[config.mk]
export PLATFORM = sky130hd
export DESIGN_NAME = uart_tx_serializer
export DESIGN_NICKNAME = d
export VERILOG_FILES = /design/src/rtl/uart_tx_serializer.sv
export SDC_FILE = /design/constraint.sdc
export NUM_CORES = 1
export LEC_CHECK = 0
export ABC_AREA = 0
export CAP_MARGIN = 20
export CELL_PAD_IN_SITES_DETAIL_PLACEMENT = 1
export CELL_PAD_IN_SITES_GLOBAL_PLACEMENT = 2
export CORE_MARGIN = 5
export CORE_UTILIZATION = 34
export DETAILED_ROUTE_END_ITERATION = 8
export GPL_TIMING_DRIVEN = 0
export PLACE_DENSITY_LB_ADDON = 0.1
export SLEW_MARGIN = 20
export SYNTH_ARGS = -nofsm -noshare
export SYNTH_HDL_FRONTEND = slang
export SYNTH_SLANG_ARGS = --single-unit
[constraint.sdc]
create_clock -name clk -period 2.3 [get_ports clk]
set_input_delay 0.46 -clock clk [delete_from_list [all_inputs] [get_ports clk]]
set_output_delay 0.46 -clock clk [all_outputs]
set_load 0.005 [all_outputs]
[src/rtl/uart_tx_serializer.sv]
// uart_tx_serializer: frames TX FIFO bytes per line control and shifts them out LSB first on txd
module uart_tx_serializer #(
  parameter int OVERSAMPLE = 16
) (
  input  logic       clk,
  input  logic       rst_,
  input  logic       baud_tick,
  input  logic [1:0] wls,
  input  logic       stb,
  input  logic       pen,
  input  logic       eps,
  input  logic       sp,
  input  logic       bc,
  input  logic       fifo_rempty,
  input  logic [7:0] fifo_data,
  output logic       fifo_rinc,
  output logic       txd,
  output logic       tx_busy,
  output logic       temt
);
  localparam int TW = $clog2(2*OVERSAMPLE+1);
  localparam logic [TW-1:0] T1  = TW'(OVERSAMPLE);
  localparam logic [TW-1:0] T15 = TW'(OVERSAMPLE*3/2);
  localparam logic [TW-1:0] T2  = TW'(2*OVERSAMPLE);
  typedef enum logic [2:0] {IDLE, POP, LOAD, START, DATA, PARITY, STOP} state_t;
  state_t state, state_nx;
  logic [TW-1:0] tick_cnt, bit_len;
  logic [2:0] bit_cnt;
  logic [7:0] shift;
  logic [1:0] wls_r;
  logic stb_r, pen_r, par_r, txd_r, txd_nx, bit_state, bit_done, last_bit, par_nx;
  assign bit_state = state inside {START, DATA, PARITY, STOP};
  assign bit_len   = state != STOP ? T1 : !stb_r ? T1 : wls_r == 2'b00 ? T15 : T2;
  assign bit_done  = bit_state && baud_tick && tick_cnt == bit_len - TW'(1);
  assign last_bit  = bit_cnt == {1'b0, wls_r} + 3'd4;
  assign par_nx    = sp ? ~eps : eps ? ^(fifo_data & (8'hFF >> (2'd3 - wls))) : ~^(fifo_data & (8'hFF >> (2'd3 - wls)));
  assign fifo_rinc = state == POP;
  assign tx_busy   = state != IDLE;
  assign temt      = fifo_rempty && state == IDLE;
  assign txd       = txd_r & ~bc;
  // next-state sequencing through the frame
  always_comb begin
    state_nx = state;
    txd_nx = state == START ? 1'b0 : state == DATA ? shift[0] : state == PARITY ? par_r : 1'b1;
    case (state)
      IDLE:    state_nx = fifo_rempty ? IDLE : POP;
      POP:     state_nx = LOAD;
      LOAD:    state_nx = START;
      START:   state_nx = bit_done ? DATA : START;
      DATA:    state_nx = !(bit_done && last_bit) ? DATA : pen_r ? PARITY : STOP;
      PARITY:  state_nx = bit_done ? STOP : PARITY;
      STOP:    state_nx = !bit_done ? STOP : fifo_rempty ? IDLE : POP;
      default: state_nx = IDLE;
    endcase
  end
  // state, counters, frame latches and registered serial output
  always_ff @(posedge clk or negedge rst_) begin
    if (!rst_) begin
      state    <= IDLE;
      tick_cnt <= '0;
      bit_cnt  <= '0;
      shift    <= '0;
      wls_r    <= '0;
      stb_r    <= 1'b0;
      pen_r    <= 1'b0;
      par_r    <= 1'b0;
      txd_r    <= 1'b1;
    end else begin
      state    <= state_nx;
      txd_r    <= txd_nx;
      tick_cnt <= (!bit_state || bit_done) ? '0 : tick_cnt + TW'(baud_tick);
      bit_cnt  <= state != DATA ? '0 : bit_cnt + 3'(bit_done && !last_bit);
      if (state == LOAD) begin
        shift <= fifo_data;
        wls_r <= wls;
        stb_r <= stb;
        pen_r <= pen;
        par_r <= par_nx;
      end else if (state == DATA && bit_done) begin
        shift <= shift >> 1;
      end
    end
  end
endmodule

Word-level counts from Yosys, hierarchy flattened. Index checks and enable logic that the tools add are counted.

Input port bits: 19. Register bits: 26. Logic and storage cells: 64.

Reduce and logical (&&, ||, !) cells: 16. Muxes and demuxes: 19. Shift operators: 1. Add/sub/neg operators: 5. Bitwise logic cells: 4. Eq/ne operators: 10.

Operators by type and width (number): 6-bit two-way mux (4); 3-bit case mux with 7 select lines (1); 8-bit two-way mux (2); 3-bit equality test (second input constant) (3); 3-bit two-way mux (3); 8-bit bitwise AND (1); 8-bit XNOR reduction (1); 8-bit XOR reduction (1); 8-bit by 2-bit >> shifter with 8-bit output (first input constant) (1); 6-bit by 1-bit adder with 6-bit output (1); 3-bit by 2-bit equality test with 1-bit output (second input constant) (2); 6-bit equality test (1); 1-bit logical AND (6); 1-bit two-way mux (6); 2-bit two-way mux (3); 3-bit inequality test (second input constant) (2); 6-bit by 1-bit subtractor with 6-bit output (second input constant) (1); 4-bit nonzero test (1); 2-bit by 3-bit adder with 3-bit output (second input constant) (1); 3-bit by 1-bit adder with 3-bit output (1); 3-bit by 1-bit equality test with 1-bit output (second input constant) (1); 3-bit equality test (1); 3-bit zero test (1); 3-bit nonzero test (1); other kinds (7) (9).

Longest topological paths before layout. Gate-level depths: netlist of the first run.

Depth after elaboration: 10. Mapped depth: 9.

Worst setup path after synthesis of the first run. OpenSTA, ideal clock, no wires.

Path kind: register to register. From: register wls_r[0]. To: register bit_cnt[1]. Setup time: 0.119 ns. Data arrival time: 1.830 ns. Setup slack: 0.351 ns. Cell stages (with the launch flop): 8. Period minus slack after synthesis: 1.949 ns. Data required time: 2.181 ns. Path through: dfrtp_1 > or4b_4 > a21boi_4 > o21ai_4 > nor2_1 > ha_1 > ha_1 > and2_1.

Word-level cells in the longest chain between the ends: 10. Elaborated cells between the ends (all ways): 13. Classes of those cells: add/sub: 3; eq/ne: 2; mux: 4; reduce/logical: 4.

RTL lines: start: declaration (RTL line 30) `logic [1:0] wls_r;`; start signal: assignment (RTL line 75) `wls_r <= wls;`; 2-bit zero test (RTL line 33) `assign bit_len = state != STOP ? T1 : !stb_r ? T1 : wls_r == 2'b00 ? T15 : T2;`; 6-bit two-way mux (3 in a row) (RTL line 33); 6-bit by 1-bit subtractor with 6-bit output (RTL line 34) `assign bit_done = bit_state && baud_tick && tick_cnt == bit_len - TW'(1);`; 6-bit equality test (RTL line 34); 1-bit logical AND (RTL line 34); 1-bit logical AND * (RTL line 72) `bit_cnt <= state != DATA ? '0 : bit_cnt + 3'(bit_done && !last_bit);`; 3-bit by 1-bit adder with 3-bit output * (RTL line 72); 3-bit two-way mux * (RTL line 72); end signal: assignment (RTL line 72); end: declaration (RTL line 28) `logic [2:0] bit_cnt;`.

Mark *: on every way between the ends. The rest lies on a longest branch, timed or not. A chain may end at the register's enable or synchronous reset.

Worst setup path after layout of the first run.
From: register wls_r[0]. To: register bit_cnt[2].

Same word-level chain as after synthesis.

==> impl_metrics.env, run 1 <==
export IMPL_regArea_um2=652
export IMPL_synth_commonest_cells="dfrtp_1 (25), nor2_1 (19), xnor2_1 (10)"
export IMPL_outcome="complete, no violations"
export IMPL_setup_violations=0
export IMPL_cts_sinks=26
export IMPL_drive_gt1_frac=0.152
export IMPL_synth_seq_cells=26
export IMPL_viasPerCell=5.17
export IMPL_yosysSeqAreaShare=0.433
export IMPL_die_x_um=76.6
export IMPL_mappedNetlistNets=165
export IMPL_chipHeight_um=76.6
export IMPL_cts_buffer_depth=2
export IMPL_boundaryPins=23
export IMPL_yosysWarnings=0
export IMPL_powerDensity_mw_per_mm2=830
export IMPL_hold_path_class="input pin to async pin"
export IMPL_max_freq_ghz=0.466
export IMPL_max_cap_violations=0
export IMPL_slew_violations=0
export IMPL_synth_cell_types=45
export IMPL_rows=24
export IMPL_postSynth_asyncResetShare=1.00
export IMPL_avgRoutedWirePerCell_um=15.2
export IMPL_gp_congestion=0.724
export IMPL_cp_max_fo=8
export IMPL_htreeDepth=1
export IMPL_syn_area_per_cell_um2=10.6
export IMPL_pwr_share_clk=0.246
export IMPL_n_antenna_cell=0
export IMPL_timing_final_crit_share=0.933
export IMPL_drcViolationCount=0
export IMPL_fin_setup_tns_ps=0
export IMPL_grt_pass1_vias=1251
export IMPL_busiest_layer="met2"
export IMPL_stdcell_area_mm2=0.00189
export IMPL_multi_input_area_um2=800
export IMPL_hold_buffers=0
export IMPL_synth_most_common_cell="dfrtp_1"
export IMPL_seq_power_share=0.471
export IMPL_tightest_slew_ps=763
export IMPL_cp_arrival_ps=2320
export IMPL_syn_inst=142
export IMPL_root_buffer="clkbuf_8"
export IMPL_ir_drop_v=0.000275
export IMPL_vias=1154
export IMPL_synth_ff_type="dfrtp_1"
export IMPL_core_mm2=0.00432
export IMPL_cts_buffers=3
export IMPL_wirelength_mm=3.39
export IMPL_swShare=0.305
export IMPL_drt_iter0_markers=30
export IMPL_synth_area_top_cells="dfrtp_1 (42%), xnor2_1 (5.8%), mux2i_1 (5.3%)"
export IMPL_power_net_switching_uw=478
export IMPL_dieArea_mm2=0.00586
export IMPL_synth_top_area_cell="dfrtp_1"
export IMPL_fill_cells=488
export IMPL_met1_usage=0.156
export IMPL_path_class="register to register"
export IMPL_rsz0062_at_grt="yes"
export IMPL_rr_worst_depth=8
export IMPL_leakagePower_uw=0.000842
export IMPL_antenna_found_initial=0
export IMPL_area_growth_pct=25.3
export IMPL_worst_endpoint_required_ps=2470
export IMPL_hpwl_mm=2.63
export IMPL_postPlaceCellArea_mm2=0.00179
export IMPL_initial_core_util=0.348
export IMPL_synth_edf_count=0
export IMPL_grt_max_degree=27
export IMPL_clock_latency_ps=270
export IMPL_synthDominantCellAreaShare=0.415
export IMPL_relSlewSlack=0.487
export IMPL_gr_total_overflow=0
export IMPL_fin_nets=195
export IMPL_clkTransAtPathRegs_ps=90
export IMPL_cts_tree="yes"
export IMPL_grt_pass1_wl_mm=5.95
export IMPL_drt_pass1_iter_count=3
export IMPL_numPortBuffers=22
export IMPL_track_usage=0.124
export IMPL_p_comb_frac=0.283
export IMPL_fin_crit_ps=2150
export IMPL_hold_viol_final=0
export IMPL_intPower_uw=1090
export IMPL_crit_path_end_kind="register"
export IMPL_synth_area_mm2=0.00151
export IMPL_startpoint_type="register"
export IMPL_antenna_left=0
export IMPL_grt_use_met2=0.208
export IMPL_grt_use_met3=0.0236
export IMPL_fin_skew_ps=3.43
-- logic make-up (layout without fill, tap and decap cells) --
| kind of cell | after synthesis | after routing | synth area share |
|---|---|---|---|
| multiplexers | 13 | 13 | 0.0905 |
| buffers and inverters | 12 | 41 | 0.0365 |
| adder cells (fa/ha/maj) | 4 | 4 | 0.0332 |
| AO/OA/AOI/OAI | 29 | 29 | 0.170 |
| flip-flops | 26 | 26 | 0.433 |
| XOR/XNOR | 12 | 12 | 0.0789 |
| AND/OR/NAND/NOR | 46 | 46 | 0.158 |
-- power groups by stage --
stage	logic, µW	registers, µW	clock network (µW)
CTS	450	740	400
finish	444	738	385
floorplan	331	704	0
detailed placement	443	749	0
global placement	424	742	0
global route	509	763	417
-- area by class of cell --
class	instances	area share
sequential	26	0.345
tap	52	0.0345
timing repair buffer	25	0.127
clock inverter	1	0.0159
multi-input combinational	104	0.423
clock buffer	3	0.0219
buffer	5	0.0179
inverter	7	0.0139
-- state kept, by name (all words and copies together) (netlist names) --
name,flops
bit_cnt,3
par_r,1
pen_r,1
shift,8
state,3
stb_r,1
tick_cnt,6
txd_r,1
wls_r,2
-- stage by stage --
step	cells	hold slack [ps]	total power, µW	util	setup WS [ps]
final	223	174	1570	0.437	155
after global placement	216	483	1170	0.414	-286
after floorplan	142	164	1030	-	351
after global routing	223	229	1690	0.437	-22.1
after detailed placement	216	481	1190	0.413	-276
after CTS	221	202	1590	0.432	0.979
-- worst max-delay path: stages (launching register included) --
cell and delay, ps:
dfrtp_1 440, or4b_4 570, a21boi_4 230, o21ai_4 120
nor2_1 130, ha_1 150, ha_1 150, xnor2_1 60
nor4_1 180
-- placed cells by master, fill, tap and decap left out, drive strengths merged, types with 2 or more instances in the layout --
cell type and n:
dfrtp 25, clkdlybuf4s50 20, nor2 19, xnor2 10, mux2i 8, a21oi 8, inv 7, buf 7
nand2 6, nand3 5, mux2 5, o21ai 5, clkbuf 5, ha 4, nor3 3, a21boi 3
nand3b 2, and2 2, o211ai 2, a221o 2, o31ai 2
-- path summary, 6_finish.rpt --
check                          from           to  slack (ps)
min in group clk              par_r        par_r         500
min reg2reg                   par_r        par_r         500
max reg2reg                wls_r[0]   bit_cnt[2]         150
min                            rst_  tick_cnt[0]         170
max                        wls_r[0]   bit_cnt[2]         150
max in group asynchronous      rst_   bit_cnt[1]        1740
-- metal layers --
metal  wire length, µm  part of all wire  vias to the layer above
met5                 0                 0                        -
met4                57             0.017                        0
met3               110             0.032                        7
met2              1680              0.50                       17
met1              1540              0.45                      567
li1                  -                 -                      563
-- repair_timing --
| action | in CTS | in global routing |
|---|---|---|
| setup buffers | 1 | 2 |
| setup endpoints to repair | 2 | 3 |
| resized for setup | 1 | 3 |
| pin swaps | 1 | 1 |
Note: power is estimated with default switching activity, not from simulation.
==> run 2, diff against run 1 <==
Settings changed: CORE_MARGIN 5 to 1, GPL_ROUTABILITY_DRIVEN set to 0.
==> run 2 against run 1 <==
Effect of this change: largest cell class unchanged; routed wire length down 3.3%; highest routed layer unchanged; combinational power about the same; largest power group unchanged; non-clock buffer count up 1; critical endpoint is now tx_busy; via count fell by 0.52%; register-to-register slack about the same.
==> impl_metrics.env, run 2 (synthesis results as in run 1) <==
export IMPL_setup_violations=0
export IMPL_leakagePower_uw=0.000842
export IMPL_regArea_um2=652
export IMPL_slew_violations=0
export IMPL_clkTransAtPathRegs_ps=90
export IMPL_htreeDepth=1
export IMPL_hpwl_mm=2.44
export IMPL_vias=1148
export IMPL_hold_viol_final=0
export IMPL_boundaryPins=23
export IMPL_r2r_start="wls_r[0]"
export IMPL_track_usage=0.168
export IMPL_tightest_slew_ps=613
export IMPL_cp_arrival_ps=1690
export IMPL_slowest_delay_ps=450
export IMPL_root_buffer="clkbuf_8"
export IMPL_rows=23
export IMPL_timing_rr_end="bit_cnt[2]"
export IMPL_startpoint_type="register"
export IMPL_viasPerCell=5.17
export IMPL_antenna_found_initial=0
export IMPL_cts_buffer_depth=2
export IMPL_multi_input_area_um2=800
export IMPL_max_cap_violations=0
export IMPL_area_growth_pct=24.6
export IMPL_cts_tree="yes"
export IMPL_numPortBuffers=22
export IMPL_drive_gt1_frac=0.157
export IMPL_avgRoutedWirePerCell_um=14.7
export IMPL_ff2ff_setup_slack_ps=160
export IMPL_wirelength_mm=3.27
export IMPL_drt_pass1_iter_count=3
export IMPL_cp_startpoint="state[1]"
export IMPL_ir_drop_v=0.000266
export IMPL_n_antenna_cell=0
export IMPL_drt_iter0_markers=38
export IMPL_dieArea_mm2=0.00470
export IMPL_powerDensity_mw_per_mm2=791
export IMPL_placed_cells=214
export IMPL_relSlewSlack=0.589
export IMPL_clock_latency_ps=270
export IMPL_fin_nets=196
export IMPL_layout_common_cells="dfrtp_1 (25), clkdlybuf4s50_1 (20), nor2_1 (19)"
export IMPL_grt_pass1_vias=1258
export IMPL_crit_path_end_kind="primary output"
export IMPL_cp_top_family="buffers and inverters"
export IMPL_grt_pass1_wl_mm=5.75
export IMPL_path_class="register to primary output"
export IMPL_timing_final_crit_share=0.935
export IMPL_chipHeight_um=68.6
export IMPL_drcViolationCount=0
export IMPL_largest_reg_flops=8
export IMPL_outcome="complete, no violations"
export IMPL_rr_worst_depth=8
export IMPL_cp_max_fo=10
export IMPL_max_freq_ghz=0.465
export IMPL_initial_core_util=0.366
export IMPL_path_depth=3
export IMPL_finalNonFillerCells=222
export IMPL_fin_crit_ps=2150
export IMPL_hold_path_class="input pin to async pin"
export IMPL_final_common_cell="dfrtp_1"
export IMPL_top_regs="shift (8), tick_cnt (6)"
export IMPL_cts_buffers=3
export IMPL_fill_cells=478
export IMPL_setup_worst_path_end="tx_busy"
export IMPL_cts_sinks=26
export IMPL_cp_cell_sequence="clkbuf_4 > or3_1 > clkdlybuf4s50_1"
export IMPL_die_x_um=68.6
export IMPL_worst_endpoint_required_ps=1840
export IMPL_antenna_left=0
export IMPL_grt_max_degree=27
export IMPL_hold_slack_ps=171
export IMPL_post_place_ws_ps=-270
export IMPL_core_mm2=0.00412
export IMPL_largest_register="shift"
export IMPL_fin_skew_ps=3.91
export IMPL_rsz0062_at_grt="no"
export IMPL_cpMaxStageDelayCell="clkdlybuf4s50_1"
export IMPL_gr_total_overflow=0
export IMPL_worst_slack_ps=149
export IMPL_finalPower_uw=1480
export IMPL_path_buf_inv=2
[run 2: metal layers]
metal  share of wire  GRT usage
met1            0.45      0.201
met2            0.50      0.299
met3           0.033     0.0247
met4           0.010     0.0677
met5               0          0
[run 2: stage by stage]
step / setup TNS (ps) / cell area, µm² / utilization
3_5_place_dp: -647 / 1780 / 0.434
5_1_grt: 0 / 1880 / 0.456
4_1_cts: 0 / 1850 / 0.449
6_report: 0 / 1880 / 0.456
2_1_floorplan: 0 / 1510 / -
3_3_place_gp: -477 / 1790 / 0.435
[run 2: worst register-to-register path, stage by stage, from the launching register on]
cell and delay (ps):
dfrtp_1 460, or4b_4 580, a21boi_4 220, o21ai_4 110, nor2_1 150, ha_1 150
ha_1 160, xnor2_1 60, nor4_1 160
[run 2: cell type report]
type                            instances  area share
Multi-Input combinational cell        104       0.426
Sequential cell                        26       0.347
Timing Repair Buffer                   26       0.132
Tap cell                               50      0.0333
Clock buffer                            4      0.0293
Buffer                                  5      0.0180
Inverter                                7      0.0140
[run 2: how the worst min path moves through the flow]
stage	to	slack, ps
after global routing	tick_cnt[0]	210
final	tick_cnt[2]	170
after detailed placement	stb_r	490
after CTS	tick_cnt[0]	200
after global placement	shift[7]	490
after floorplan	bit_cnt[0]	160
[run 2: report_power, final]
group          leakage, µW  internal, µW  switching (µW)
Sequential        0.000311           614             121
Combinational     0.000502           243             204
Clock            0.0000288           153             150
[run 2: repair_timing]
item,in CTS,in global routing
setup endpoints to repair,1,4
pin swaps,0,2
setup buffers,1,3
hold endpoints to repair,0,0
resized for setup,0,3
hold buffers,0,0
